==> src/rtl/gemm_stream_scheduler.sv <==
`default_nettype none
// ============================================================================
// Module   : gemm_stream_scheduler
// Purpose  : Job-level controller for one fixed-weight GEMM systolic array.
//            Accepts a job descriptor (row count), flushes the array, streams
//            that many activation rows into it under valid/ready flow
//            control, tags each array slot so only real rows are captured at
//            the array output, buffers results in an output FIFO and pulses
//            done when the job completes.
// Ports    : clk, reset (async, active-high)
//            start_valid/start_ready/start_num_rows : job descriptor
//            in_valid/in_ready/in_row               : activation rows in
//            out_valid/out_ready/out_row            : result rows out
//            sa_resetn/sa_activation_inputs         : drive to the array
//            sa_activation_outputs/sa_output_valid  : return from the array
//            busy, done (pulse), err (sticky)       : status
// Revision : 1.0 - initial release
// ============================================================================
module gemm_stream_scheduler #(
  parameter  int SA_SIZE                = 4,
  parameter  int WEIGHT_ACTIVATION_SIZE = 8,
  parameter  int MAX_ROWS               = 16,
  localparam int LATENCY                = 2 * SA_SIZE,
  localparam int FIFO_DEPTH             = LATENCY + 2,
  localparam int CW                     = $clog2(MAX_ROWS + 1),
  localparam int ROW_W                  = SA_SIZE * WEIGHT_ACTIVATION_SIZE
) (
  input  logic             clk,
  input  logic             reset,
  input  logic             start_valid,
  output logic             start_ready,
  input  logic [CW-1:0]    start_num_rows,
  input  logic             in_valid,
  output logic             in_ready,
  input  logic [ROW_W-1:0] in_row,
  output logic             out_valid,
  input  logic             out_ready,
  output logic [ROW_W-1:0] out_row,
  output logic             sa_resetn,
  output logic [ROW_W-1:0] sa_activation_inputs,
  input  logic [ROW_W-1:0] sa_activation_outputs,
  input  logic             sa_output_valid,
  output logic             busy,
  output logic             done,
  output logic             err
);

  localparam int PW    = $clog2(FIFO_DEPTH);
  localparam int FCW   = $clog2(FIFO_DEPTH + 1);
  localparam int IFW   = $clog2(LATENCY + 1);
  localparam int SUM_W = $clog2(FIFO_DEPTH + LATENCY + 1);

  typedef enum logic [2:0] {
    S_IDLE   = 3'd0,
    S_FLUSH  = 3'd1,
    S_STREAM = 3'd2,
    S_DRAIN  = 3'd3,
    S_DONE   = 3'd4
  } state_t;

  state_t             state_q, state_d;
  logic [CW-1:0]      num_rows_q, num_rows_d;
  logic [CW-1:0]      issued_q, issued_d;
  logic [LATENCY-1:0] tag_q, tag_d;
  logic               err_q, err_d;
  logic [PW-1:0]      rd_ptr_q, rd_ptr_d;
  logic [PW-1:0]      wr_ptr_q, wr_ptr_d;
  logic [FCW-1:0]     count_q, count_d;
  logic [ROW_W-1:0]   fifo_mem_q [FIFO_DEPTH];

  logic               accept;
  logic               capture;
  logic               push;
  logic               pop;
  logic               full;
  logic [IFW-1:0]     inflight;

  function automatic logic [IFW-1:0] popcount(input logic [LATENCY-1:0] v);
    logic [IFW-1:0] n;
    n = '0;
    for (int i = 0; i < LATENCY; i++) begin
      n = n + IFW'(v[i]);
    end
    return n;
  endfunction

  function automatic logic [PW-1:0] ptr_inc(input logic [PW-1:0] p);
    return (p == PW'(FIFO_DEPTH - 1)) ? '0 : p + PW'(1);
  endfunction

  assign inflight  = popcount(tag_q);
  assign capture   = tag_q[LATENCY-1];
  assign full      = (count_q == FCW'(FIFO_DEPTH));
  assign out_valid = (count_q != '0);
  assign out_row   = fifo_mem_q[rd_ptr_q];
  assign pop       = out_valid && out_ready;
  // A full FIFO can still take a row when the head leaves in the same cycle.
  assign push      = capture && (!full || pop);

  // Credit check: every row already in the array plus every buffered row
  // must fit in the FIFO, so a capture can never be refused.
  assign in_ready  = (state_q == S_STREAM) && (issued_q < num_rows_q) &&
                     ((SUM_W'(inflight) + SUM_W'(count_q)) < SUM_W'(FIFO_DEPTH));
  assign accept    = in_valid && in_ready;

  // Non-accepted cycles present a zero bubble to the array.
  assign sa_activation_inputs = accept ? in_row : '0;

  assign start_ready = (state_q == S_IDLE) && !reset;
  assign sa_resetn   = (state_q != S_FLUSH);
  assign busy        = (state_q != S_IDLE);
  assign done        = (state_q == S_DONE);
  assign err         = err_q;

  always_comb begin
    state_d    = state_q;
    num_rows_d = num_rows_q;
    issued_d   = issued_q;
    rd_ptr_d   = rd_ptr_q;
    wr_ptr_d   = wr_ptr_q;
    count_d    = count_q + FCW'(push) - FCW'(pop);
    err_d      = err_q;

    // The tag pipeline mirrors the array; flushing the array empties it.
    tag_d = (state_q == S_FLUSH) ? '0 : {tag_q[LATENCY-2:0], accept};

    if (push) wr_ptr_d = ptr_inc(wr_ptr_q);
    if (pop)  rd_ptr_d = ptr_inc(rd_ptr_q);

    if (capture && !sa_output_valid) err_d = 1'b1;
    if (capture && !push)            err_d = 1'b1;

    case (state_q)
      S_IDLE: begin
        if (start_valid) begin
          num_rows_d = start_num_rows;
          issued_d   = '0;
          state_d    = (start_num_rows == '0) ? S_DONE : S_FLUSH;
        end
      end
      S_FLUSH: begin
        state_d = S_STREAM;
      end
      S_STREAM: begin
        if (accept) issued_d = issued_q + CW'(1);
        if (issued_d == num_rows_q) state_d = S_DRAIN;
      end
      S_DRAIN: begin
        // Looking at next-cycle occupancy lets done follow the last pop
        // directly instead of one cycle later.
        if ((popcount(tag_d) == '0) && (count_d == '0)) state_d = S_DONE;
      end
      S_DONE: begin
        state_d = S_IDLE;
      end
      default: begin
        state_d = S_IDLE;
      end
    endcase
  end

  always_ff @(posedge clk or posedge reset) begin
    if (reset) begin
      state_q    <= S_IDLE;
      num_rows_q <= '0;
      issued_q   <= '0;
      tag_q      <= '0;
      err_q      <= 1'b0;
      rd_ptr_q   <= '0;
      wr_ptr_q   <= '0;
      count_q    <= '0;
    end else begin
      state_q    <= state_d;
      num_rows_q <= num_rows_d;
      issued_q   <= issued_d;
      tag_q      <= tag_d;
      err_q      <= err_d;
      rd_ptr_q   <= rd_ptr_d;
      wr_ptr_q   <= wr_ptr_d;
      count_q    <= count_d;
    end
  end

  // Storage needs no reset: occupancy is tracked by the pointers and count.
  always_ff @(posedge clk) begin
    if (push) fifo_mem_q[wr_ptr_q] <= sa_activation_outputs;
  end

endmodule
`default_nettype wire

==> config.mk <==
export PLATFORM = sky130hd
export DESIGN_NAME = gemm_stream_scheduler
export DESIGN_NICKNAME = d
export VERILOG_FILES = /design/src/rtl/gemm_stream_scheduler.sv
export SDC_FILE = /design/constraint.sdc
export NUM_CORES = 1
export LEC_CHECK = 0
export ABC_AREA = 1
export CORE_ASPECT_RATIO = 0.75
export CORE_MARGIN = 5
export CORE_UTILIZATION = 59
export CTS_BUF_LIST = sky130_fd_sc_hd__clkbuf_8
export DETAILED_ROUTE_END_ITERATION = 8
export GPL_ROUTABILITY_DRIVEN = 1
export PLACE_DENSITY = 0.79
export SLEW_MARGIN = 20
export SYNTH_ARGS = -nofsm -noshare
export SYNTH_HDL_FRONTEND = slang
export SYNTH_SLANG_ARGS = --single-unit
==> constraint.sdc <==
create_clock -name clk -period 7.9 [get_ports clk]
set_clock_uncertainty 0.15 [all_clocks]
set_input_delay 1.185 -clock clk [delete_from_list [all_inputs] [get_ports clk]]
set_output_delay 1.185 -clock clk [all_outputs]
set_load 0.1 [all_outputs]
### After elaboration in Yosys (flattened, before gate mapping)

Memory sizes are Yosys's and may differ from the RTL's.
Cells that the tools add are included.

* $add $sub $neg: 20
* multipliers: 0
* div/mod/pow operators: 0
* $lt $le $gt $ge: 2
* equality and inequality tests: 12
* shift-type cells: 0
* mux-type cells: 17
* bitwise gates (word level): 0
* reductions and logical operators: 25

Operator list (number)
* adder 4 x 1 -> 4 bit: 9
* 2-to-1 mux 32 bit: 1
* 2-to-1 mux 5 bit: 3
* equality test 4 bit (second input constant): 3
* 2-to-1 mux 3 bit: 4
* one-hot mux 3 bit (4 select lines): 1
* one-hot mux 5 bit (2 select lines): 1
* logical AND 1 bit: 9
* adder 3 x 1 -> 4 bit: 2
* adder 4 x 1 -> 4 bit (second input constant): 2
* zero test 4 bit: 2
* 2-to-1 mux 4 bit: 2
* 2-to-1 mux 8 bit: 1
* adder 2 x 1 -> 3 bit: 2
* equality test 3 x 2 -> 1 bit (second input constant): 2
* adder 4 x 4 -> 5 bit: 1
* adder 5 x 1 -> 5 bit (second input constant): 1
* equality test 5 bit: 1
* zero test 5 bit: 1
* < comparator 5 x 4 -> 1 bit (second input constant): 1
* < comparator 5 bit: 1
* adder 1 x 1 -> 2 bit: 2
* zero test 1 bit: 4
* 2-to-1 mux 1 bit: 4
* other kinds (13): 16

* register bits after elaboration: 34
* bits in latches: 0
* RAM bits: 320
* bits in read-only memories: 0
* bits of input ports: 75
* word-level logic and storage cells: 85
* memories kept: 1

Memories
* fifo_mem_q: words 10, width 32, rd ports 1, clocked after memory_dff 0, wr ports 1, RTL line 69 `logic [ROW_W-1:0] fifo_mem_q [FIFO_DEPTH];`

### Depth between registers and ports, before layout

Gate-level depths: netlist of run 1.

* depth in word-level cells: 23
* gate-level depth with buffers: 36

### Worst setup path before layout of run 1

No wires, ideal clock.

* path type: register to register
* start: register tag_q[0]
* end: register state_q[0]
* arrival: 6434 ps
* setup slack: 1251 ps
* stages on the path, launching flop included: 37
* clock period less this slack: 6649 ps
* path through: dfrtp_1 -> fa_1 -> inv_1 -> fa_1 -> fa_1 -> inv_1 -> ha_1 -> nand2_1 -> nand2_1 -> inv_1 -> fa_1 -> inv_1 -> nor2_1 -> o21ai_0 -> nand3_1 -> nand3_2 -> inv_1 -> fa_1 -> inv_1 -> fa_1 -> fa_1 -> inv_1 -> ha_1 -> inv_1 -> fa_1 -> nand2_1 -> nor3_1 -> o21ai_0 -> nor2_1 -> nand3_1 -> a21oi_1 -> nand3_1 -> nor2_1 -> nand3_1 -> nand2_1 -> nand2_1 -> nand2_1

* cells in the longest elaborated chain, start to end: 23

RTL lines
* start: declaration: RTL line 64 `logic [LATENCY-1:0] tag_q, tag_d;`
* start signal: assignment: RTL line 176 `tag_q <= tag_d;`
* adder 1 x 1 -> 2 bit: RTL line 82 `n = n + IFW'(v[i]);`
* adder 2 x 1 -> 3 bit: RTL line 82
* adder 3 x 1 -> 4 bit: RTL line 82
* adder 4 x 1 -> 4 bit (4 in a row): RTL line 82
* adder 4 x 4 -> 5 bit: RTL line 103 `((SUM_W'(inflight) + SUM_W'(count_q)) < SUM_W'(FIFO_DEPTH));`
* < comparator 5 x 4 -> 1 bit: RTL line 103
* logical AND 1 bit: RTL line 102 `assign in_ready = (state_q == S_STREAM) && (issued_q < num_rows_q) &&`
* logical AND 1 bit: RTL line 104 `assign accept = in_valid && in_ready;`
* [... 1 more ...]
* via tag_d[0]: RTL line 64
* adder 1 x 1 -> 2 bit: RTL line 82
* adder 2 x 1 -> 3 bit: RTL line 82
* adder 3 x 1 -> 4 bit: RTL line 82
* adder 4 x 1 -> 4 bit (4 in a row): RTL line 82
* zero test 4 bit: RTL line 151 `if ((popcount(tag_d) == '0) && (count_d == '0)) state_d = S_DONE;`
* logical AND 1 bit: RTL line 151
* != test 2 bit (no line)
* AND reduction 3 bit (no line)
* end signal: assignment: RTL line 173 `state_q <= state_d;`
* end: declaration: RTL line 61 `state_t state_q, state_d;`

The timed path passes the listed nets, and every way through them passes these cells. The select of a mux whose other input is x is not followed.
A chain may end at the register's enable or synchronous reset.

### Worst setup path after layout of run 1

* start: register tag_q[0]
* end: register state_q[2]

The elaborated chain is that of the path after synthesis.

==> results of run 1 <==
per-stage QoR:
step / cell area (um^2) / total power [uW] / hold slack, ns / util, % / setup WS, ns
after floorplan: 14800 / 4910 / 0.303 / - / 1.25
after global placement: 16600 / 5690 / 0.302 / 67.0 / 0.982
after detailed placement: 16600 / 5770 / 0.316 / 67.0 / 0.690
after CTS: 17500 / 7090 / 0.340 / 70.8 / 0.676
after global routing: 17500 / 7440 / 0.357 / 70.8 / 0.212
final: 17500 / 7080 / 0.336 / 70.8 / 0.621
worst reg2reg max path: cells and delay by family, from the launching register on:
family	cells	cell delay, ns
adders and majority gates	10	4.23
and+or+nand+nor	12	1.29
AOI/OAI and AO/OA	4	0.63
buffers and inverters	8	0.49
DFF	1	0.41
cell usage in the layout, fill, tap and decap left out, types with 2 or more instances in the layout:
cell,count
edfxtp_1,320
nor2_1,211
o21ai_0,206
clkdlybuf4s50_1,145
inv_1,120
nand2_1,58
clkbuf_8,54
o221ai_1,40
dfrtp_1,32
nand3_1,30
o22ai_1,27
o211ai_1,24
ha_1,21
buf_4,20
clkinv_1,12
a21oi_1,11
nor2_4,9
fa_1,9
xor2_1,7
nor3_1,6
nand4_1,5
clkinv_2,5
inv_6,2
inv_2,2
nand2_2,2
nor3_2,2
kinds of logic (layout without fill, tap and decap cells):
| group | Yosys count | in the layout | share of synthesized area (%) |
|---|---|---|---|
| AOI/OAI and AO/OA | 309 | 309 | 12.1 |
| xor gates and xnor gates | 8 | 8 | 0.475 |
| adders and majority gates | 30 | 30 | 3.00 |
| buffers and inverters | 167 | 362 | 4.36 |
| DFF | 354 | 354 | 70.9 |
| and+or+nand+nor | 330 | 330 | 9.15 |
sequential cells by signal, summed over array words and instances (netlist names):
name and cells:
issued_q 5, err 1, num_rows_q 5, fifo_mem_q 320, tag_q 8, wr_ptr_q 4
count_q 4, rd_ptr_q 4, state_q 3
final timing paths:
kind                                from       endpoint  slack [ns]  cells past startpoint
min                        num_rows_q[3]  num_rows_q[3]        0.34                      2
max reg2reg                     tag_q[0]     state_q[2]        0.62                     34
min reg2reg                num_rows_q[3]  num_rows_q[3]        0.34                      2
max in group asynchronous          reset    rd_ptr_q[0]        6.36                      3
max                             tag_q[0]     state_q[2]        0.62                     34
min in group asynchronous          reset    wr_ptr_q[0]        0.89                      3
Yosys cell counts:
library cell / n / area, um^2
edfxtp_1: 320 / 9610
nor2_1: 219 / 822
o21ai_0: 206 / 1030
inv_1: 96 / 360
nand2_1: 58 / 218
clkbuf_1: 56 / 210
o221ai_1: 40 / 350
dfrtp_1: 34 / 851
nand3_1: 30 / 150
o22ai_1: 27 / 169
o211ai_1: 24 / 180
ha_1: 21 / 263
a21oi_1: 11 / 55.1
fa_1: 9 / 180
nor3_1: 8 / 40.0
buf_2: 7 / 35.0
xor2_1: 7 / 61.3
nand4_1: 5 / 31.3
buf_1: 3 / 11.3
inv_2: 3 / 11.3
nand2_2: 2 / 12.5
a31oi_1: 1 / 6.26
buf_6: 1 / 11.3
clkinv_1: 1 / 3.75
nand2_4: 1 / 11.3
nand3_2: 1 / 10.0
nand3_4: 1 / 17.5
nand3b_1: 1 / 7.51
nor2_2: 1 / 6.26
nor2_4: 1 / 11.3
nor4_1: 1 / 6.26
or2_2: 1 / 6.26
xnor2_1: 1 / 8.76
metal layers:
layer / vias up / wire length [um]
li1: 4635 / -
met1: 4770 / 14000
met2: 521 / 15400
met3: 71 / 3030
met4: 0 / 812
met5: - / 0
area by class of cell:
| type | count | share of cell area, % |
|---|---|---|
| flip-flops and latches | 354 | 59.7 |
| multi-input cells | 677 | 21.2 |
| repair buffers | 165 | 9.13 |
| clock buffers | 54 | 4.24 |
| well taps | 338 | 2.41 |
| inverters | 100 | 2.17 |
| clock inverters | 43 | 1.16 |
where the power goes:
group	leakage [uW]	switching (uW)	internal, uW	total, uW
logic	0.00245	2630	855	3490
registers	0.00330	137	2130	2270
clock network	0.000572	660	667	1330
total	0.00632	3430	3650	7080
==> impl_metrics.env, run 1 <==
export IMPL_ctsHoldBuffers=0
export IMPL_hold_path_class="reg -> reg"
export IMPL_start_util_pct=59.6
export IMPL_syn_nets=1303
export IMPL_globalRouteMet3Util_pct=4.66
export IMPL_power_density_nw_per_um2=404
export IMPL_cts_made_buffers=52
export IMPL_tns_ns=0
export IMPL_finalHoldViolCount=0
export IMPL_yosys_warnings=0
export IMPL_wirelength_mm=33.2
export IMPL_rsz0062_at_grt="false"
export IMPL_final_cells=1731
export IMPL_post_cts_buffers=0
export IMPL_drt_pass1_iterations=5
export IMPL_fin_nets=1455
export IMPL_grt_pass1_wl_mm=52.3
export IMPL_coreArea_um2=24800
export IMPL_seqCellArea_um2=10500
export IMPL_clk_latency_ns=0.58
export IMPL_drv_cap=0
export IMPL_htree_levels=2
export IMPL_cts_resized=0
export IMPL_n_antenna_cell=0
export IMPL_worstMarginPinSlew_ns=1.01
export IMPL_ir_drop_uv=312
export IMPL_wl_per_cell_um=19.2
export IMPL_place_congestion=0.926
export IMPL_cts_clk_slew_worst_paths_ns=0.06
export IMPL_die_h_um=147
export IMPL_antenna_found_initial=0
export IMPL_dp_hpwl_mm=19.0
export IMPL_setup_violations=0
export IMPL_max_clock_freq_mhz=137
export IMPL_crit_family="adder cells"
export IMPL_grt_pass1_vias=10000
export IMPL_crit_slowest_cell="fa_1"
export IMPL_antenna_left=0
export IMPL_grt_remaining_overflow=0
export IMPL_grtUsageTotal_pct=23.5
export IMPL_grt_max_degree=117
export IMPL_cts_tree="yes"
export IMPL_synth_seq_area_share_pct=70.9
export IMPL_synthToLayoutAreaGrowth_pct=18.9
export IMPL_clock_root_buffer="clkbuf_8"
export IMPL_die_area_um2=28300
export IMPL_crit_buf_inv=8
export IMPL_ys_ff_latch=354
export IMPL_synth_cells=1198
export IMPL_slew_violations=0
export IMPL_avgSynthCellArea_um2=12.3
export IMPL_status="complete, no violations"
export IMPL_vias=9997
export IMPL_cp_required_ns=8.24
export IMPL_cp_end_kind="flop"
export IMPL_gr_usage_met2_pct=36.4
export IMPL_startpoint_type="flop"
export IMPL_chipWidth_um=193
export IMPL_clock_sinks=354
export IMPL_pin_count=146
export IMPL_synth_cell_type_count=33
export IMPL_io_buffers=145
export IMPL_fillers=1694
export IMPL_path_max_fanout=6
export IMPL_avgViaCountPerCell=5.78
export IMPL_multi_input_area_um2=3720
export IMPL_arrival_ns=7.62
export IMPL_cts_buffer_depth=3
export IMPL_rows=50
export IMPL_route_detailed_drc=0
export IMPL_fin_crit_sh_pct=92.1
export IMPL_cpPeakStageDelay_ns=0.54
export IMPL_gr_usage_met1_pct=33.9
export IMPL_syn_cell_area_um2=14800
export IMPL_relSlewSlack_pct=32.1
export IMPL_critPathKind="reg -> reg"
export IMPL_dp_cells=1634
export IMPL_p_leak_uw=0.00632
export IMPL_min_period_ns=7.28
export IMPL_first_iter_violations=1017
export IMPL_busiest_layer="met2"
export IMPL_drive_gt1_share_pct=7.54
Note: power is estimated with default switching activity, not from simulation.
==> inputs of run 2 (changes only) <==
- ABC_AREA: 1 -> unset
==> impl_metrics.env, run 2 <==
export IMPL_status="complete, no violations"
export IMPL_grt_pass1_vias=7882
export IMPL_drt_pass1_iterations=5
export IMPL_synthToLayoutAreaGrowth_pct=18.5
export IMPL_dpl_worst_slack_ns=1.06
export IMPL_dp_hpwl_mm=16.4
export IMPL_io_buffers=145
export IMPL_ys_flop_type="edfxtp_1"
export IMPL_yosys_warnings=0
export IMPL_cp_end_kind="flop"
export IMPL_fin_crit_sh_pct=86.7
export IMPL_synth_cell_type_count=46
export IMPL_cts_tree="yes"
export IMPL_die_h_um=146
export IMPL_synth_compound_area_share_pct=4.12
export IMPL_rows=49
export IMPL_final_cell_mix="edfxtp_1, clkdlybuf4s50_1, mux4_2, inv_1, clkbuf_8"
export IMPL_ys_async_sr_fraction_pct=9.60
export IMPL_avgSynthCellArea_um2=17.7
export IMPL_chipWidth_um=192
export IMPL_critPathKind="reg -> reg"
export IMPL_vias=7706
export IMPL_synth_top_family_by_area="multiplexers"
export IMPL_whs_ns=0.328
export IMPL_place_congestion=0.863
export IMPL_design_area_um2=17300
export IMPL_cts_buffer_depth=3
export IMPL_globalRouteMet3Util_pct=4.08
export IMPL_htree_levels=2
export IMPL_fin_nets=1100
export IMPL_r2r_slack_ns=1.05
export IMPL_ys_ff_latch=354
export IMPL_syn_nets=930
export IMPL_grt_pass1_wl_mm=44.3
export IMPL_n_antenna_cell=0
export IMPL_muxShareOfSynthArea_pct=12.8
export IMPL_ctsHoldBuffers=0
export IMPL_yosysTopAreaCell="edfxtp_1"
export IMPL_relSlewSlack_pct=30.0
export IMPL_gr_usage_met2_pct=32.0
export IMPL_busiest_layer="met2"
export IMPL_antenna_left=0
export IMPL_synth_cells=825
export IMPL_synth_seq_area_share_pct=71.5
export IMPL_gr_usage_met1_pct=30.5
export IMPL_syn_cell_area_um2=14600
export IMPL_tns_ns=0
export IMPL_antenna_found_initial=1
export IMPL_hold_path_class="reg -> reg"
export IMPL_synth_xor_area_share_pct=0.898
export IMPL_wl_per_cell_um=20.9
export IMPL_grtUsageTotal_pct=20.5
export IMPL_fin_ws_ns=1.05
export IMPL_path_max_fanout=4
export IMPL_clk_latency_ns=0.56
export IMPL_yosysMostFrequentCell="edfxtp_1"
export IMPL_max_clock_freq_mhz=146
export IMPL_cts_resized=0
export IMPL_post_cts_buffers=0
export IMPL_drv_cap=0
export IMPL_cp_required_ns=8.19
export IMPL_first_iter_violations=536
export IMPL_grt_max_degree=68
export IMPL_startpoint_type="flop"
export IMPL_cts_made_buffers=50
export IMPL_setup_violations=0
export IMPL_reg_top3="fifo_mem_q (320), tag_q (8)"
export IMPL_top_register="fifo_mem_q"
export IMPL_grt_remaining_overflow=0
export IMPL_start_util_pct=60.4
export IMPL_worstMarginPinSlew_ns=1.05
export IMPL_synth_fa_ha_area_share_pct=3.03
export IMPL_avgViaCountPerCell=5.65
export IMPL_largest_reg_flops=320
export IMPL_clock_sinks=354
export IMPL_pin_count=146
export IMPL_min_period_ns=6.85
export IMPL_final_common_cell="edfxtp_1"
export IMPL_finalHoldViolCount=0
export IMPL_route_detailed_drc=0
export IMPL_synth_edf_count=320
export IMPL_cts_clk_slew_worst_paths_ns=0.07
export IMPL_clock_root_buffer="clkbuf_8"
export IMPL_post_dp_cell_area_um2=16400
export IMPL_drive_gt1_share_pct=18.7
export IMPL_synthTopCellsByCount="edfxtp_1, mux4_2, a21oi_1, nor2b_1, mux2i_1"
export IMPL_slew_violations=0
export IMPL_yosysTopAreaCellShare_pct=65.7
export IMPL_rsz0062_at_grt="false"
export IMPL_synthSimpleGateAreaFrac_pct=5.45
export IMPL_wirelength_mm=28.5
export IMPL_die_area_um2=28100
export IMPL_coreArea_um2=24200
export IMPL_arrival_ns=7.13
export IMPL_synthTopCellsByArea="edfxtp_1, mux4_2, dfrtp_1"
==> run 2: per-stage QoR <==
stage               std cells  util, %
floorplan                 825        -
global placement         1274     67.9
detailed placement       1274     67.9
CTS                      1364     71.6
global route             1364     71.6
finish                   1364     71.6
==> run 2: cell type report <==
cell class | count | area, um^2
Inverter | 36 | 135
Timing Repair Buffer | 161 | 1500
Multi-Input combinational cell | 392 | 3920
Clock buffer | 51 | 702
Tap cell | 331 | 414
Sequential cell | 354 | 10500
Clock inverter | 39 | 199
Fill cell | 1472 | 6870
==> run 2: layer usage <==
layer | vias to the layer above | wire length, um | share of wire (%)
met5 | - | 13 | 0.046
met4 | 2 | 348 | 1.2
met3 | 36 | 1770 | 6.2
met2 | 215 | 13700 | 48
met1 | 3904 | 12600 | 44
li1 | 3549 | - | -
==> run 2: kinds of logic (layout without fill, tap and decap cells) <==
logic type / Yosys count / in the layout
and+or+nand+nor: 145 / 145
muxes: 107 / 107
DFF: 354 / 354
AOI/OAI and AO/OA: 95 / 95
xor gates and xnor gates: 15 / 15
buffers and inverters: 79 / 287
adders and majority gates: 30 / 30
==> run 2: path summary, 6_finish.rpt <==
| check | from | end | depth (start not counted) |
|---|---|---|---|
| setup reg to reg | tag_q[0] | state_q[0] | 24 |
| min in group asynchronous | reset | err | 3 |
| hold reg to reg | err | err | 1 |
| setup / recovery | tag_q[0] | state_q[0] | 24 |
| hold / removal | err | err | 1 |
| max in group asynchronous | reset | rd_ptr_q[0] | 3 |
==> run 2: worst max-delay path: stages, from the launching register on <==
cell      delay (ns)
dfrtp_1         0.40
fa_1            0.54
inv_1           0.05
fa_1            0.45
fa_1            0.49
inv_1           0.04
ha_1            0.27
a21oi_1         0.10
fa_1            0.47
xor2_1          0.19
a21boi_0        0.19
mux2i_1         0.14
and3_1          0.24
fa_1            0.49
inv_1           0.05
fa_1            0.49
fa_1            0.40
inv_1           0.06
ha_1            0.16
inv_1           0.06
fa_1            0.47
nand3_1         0.07
nor4_1          0.46
o32a_1          0.24
o31ai_1         0.06
Power of run 2 is not shown: default switching activity piles up to over one toggle a cycle in this logic, so the estimate is an artifact.
==> inputs of run 3 (changes only) <==
- CORE_UTILIZATION: 59 -> 64
- PLACE_DENSITY: 0.79 -> 0.85
- clock period: 7.9 -> 8.3 ns (I/O delays scaled with it)
==> impl_metrics.env, run 3 (same netlist as run 2, synthesis figures left out) <==
export IMPL_status="complete, no violations"
export IMPL_power_uw=6820
export IMPL_vias=7879
export IMPL_avgViaCountPerCell=5.91
export IMPL_grtUsageTotal_pct=23.6
export IMPL_arrival_ns=5.85
export IMPL_grt_pass1_wl_mm=47.1
export IMPL_finalHoldViolCount=0
export IMPL_hp_start="err"
export IMPL_ir_drop_uv=407
export IMPL_whs_ns=0.314
export IMPL_power_share_clock_pct=18.2
export IMPL_coreArea_um2=22300
export IMPL_route_detailed_drc=0
export IMPL_wirelength_mm=29.8
export IMPL_dp_hpwl_mm=18.0
export IMPL_seqCellArea_um2=10500
export IMPL_switching_share_pct=45.6
export IMPL_tns_ns=0
export IMPL_cts_tree="yes"
export IMPL_die_area_um2=26000
export IMPL_critPathKind="reg -> out"
export IMPL_setup_violations=0
export IMPL_reg2reg_depth=24
export IMPL_top_register="fifo_mem_q"
export IMPL_io_buffers=145
export IMPL_htree_levels=2
export IMPL_cts_clk_slew_worst_paths_ns=0.06
export IMPL_cts_made_buffers=51
export IMPL_chipWidth_um=185
export IMPL_cp_end_kind="primary output"
export IMPL_start_util_pct=65.7
export IMPL_clock_sinks=354
export IMPL_r2r_slack_ns=1.30
export IMPL_rows=47
export IMPL_cp_required_ns=6.90
export IMPL_drv_cap=0
export IMPL_final_core_util_pct=78.5
export IMPL_intPower_uw=3710
export IMPL_antenna_left=0
export IMPL_multi_input_area_um2=3920
export IMPL_cts_resized=0
export IMPL_fillers=1193
export IMPL_reg2reg_from="tag_q[0]"
export IMPL_fin_nets=1103
export IMPL_min_path_cells=1
export IMPL_pin_count=146
export IMPL_max_clock_freq_mhz=138
export IMPL_grt_max_degree=69
export IMPL_place_congestion=0.807
export IMPL_antenna_found_initial=1
export IMPL_drt_pass1_iterations=5
export IMPL_p_leak_uw=0.00607
export IMPL_largest_reg_flops=320
export IMPL_switchingPower_uw=3110
export IMPL_final_common_cell="edfxtp_1"
export IMPL_first_iter_violations=686
export IMPL_cts_buffer_depth=3
export IMPL_hold_path_class="reg -> reg"
export IMPL_fin_crit_sh_pct=87.3
export IMPL_clk_latency_ns=0.56
export IMPL_final_cell_mix="edfxtp_1, clkdlybuf4s50_1, mux4_2, clkbuf_8, inv_1"
export IMPL_r2r_end="state_q[0]"
export IMPL_reg_top3="fifo_mem_q (320), tag_q (8)"
export IMPL_wl_per_cell_um=22.3
export IMPL_synthToLayoutAreaGrowth_pct=19.5
export IMPL_worstMarginPinSlew_ns=1.07
export IMPL_drive_gt1_share_pct=16.6
export IMPL_min_period_ns=7.24
export IMPL_post_cts_buffers=0
export IMPL_rsz0062_at_grt="false"
export IMPL_whs_endpoint="err"
export IMPL_relSlewSlack_pct=28.6
export IMPL_clock_root_buffer="clkbuf_8"
export IMPL_ctsHoldBuffers=0
export IMPL_startpoint_type="flop"
export IMPL_power_density_nw_per_um2=390
export IMPL_path_max_fanout=36
export IMPL_grt_remaining_overflow=0
export IMPL_die_h_um=141
export IMPL_p_comb_share_pct=48.7
export IMPL_power_frac_seq_pct=33.0
export IMPL_grt_pass1_vias=8280
export IMPL_slew_violations=0
run 3: how the worst max path moves through the flow:
stage,from,endpoint,slack [ns],cells after the start
2_1_floorplan,tag_q[0],state_q[0],1.63,26
3_3_place_gp,tag_q[0],state_q[0],1.57,24
3_5_place_dp,tag_q[0],state_q[0],1.36,24
4_1_cts,tag_q[0],sa_activation_inputs[31],1.02,15
5_1_grt,tag_q[0],sa_activation_inputs[20],0.75,15
6_report,tag_q[0],sa_activation_inputs[20],1.06,15
run 3: through the flow:
step	setup WS [ns]	instance area, um^2	std cells
2_1_floorplan	1.63	14600	825
3_3_place_gp	1.57	16400	1235
3_5_place_dp	1.36	16500	1238
4_1_cts	1.02	17500	1332
5_1_grt	0.746	17500	1334
6_report	1.06	17500	1334
run 3: final cells by class:
cell class              instances  area share [%]
clock buffers                  54            4.25
clock inverters                40            1.04
repair buffers                163            9.53
multi-input cells             392            22.4
flip-flops and latches        354            59.9
inverters                      36           0.773
well taps                     294            2.10
diodes                          1          0.0143
run 3: power by group through the flow:
stage	clock network [uW]	logic [uW]	registers, uW
after global routing	1370	3500	2280
after CTS	1270	3340	2260
after detailed placement	0	3320	2290
after floorplan	0	2680	2170
after global placement	0	3260	2290
final	1240	3320	2250
run 3: metal layers:
| metal | vias up | GRT usage, % | share of wire (%) |
|---|---|---|---|
| met4 | 0 | 5.56 | 1.5 |
| met3 | 41 | 4.17 | 6.1 |
| met1 | 3982 | 33.9 | 42 |
| met2 | 296 | 38.8 | 51 |
| met5 | - | 0 | 0 |
| li1 | 3560 | - | - |
run 3: worst max-delay path, cell delays in order (launching register included):
cell and delay [ns]:
dfrtp_1 0.40, fa_1 0.53, inv_1 0.05, fa_1 0.45, fa_1 0.49, inv_1 0.04, ha_1 0.26, a21oi_1 0.09
fa_1 0.48, xor2_1 0.21, a21boi_0 0.10, mux2i_1 0.25, and3_1 0.30, buf_4 0.32, and2_1 0.17, clkdlybuf4s50_1 1.14
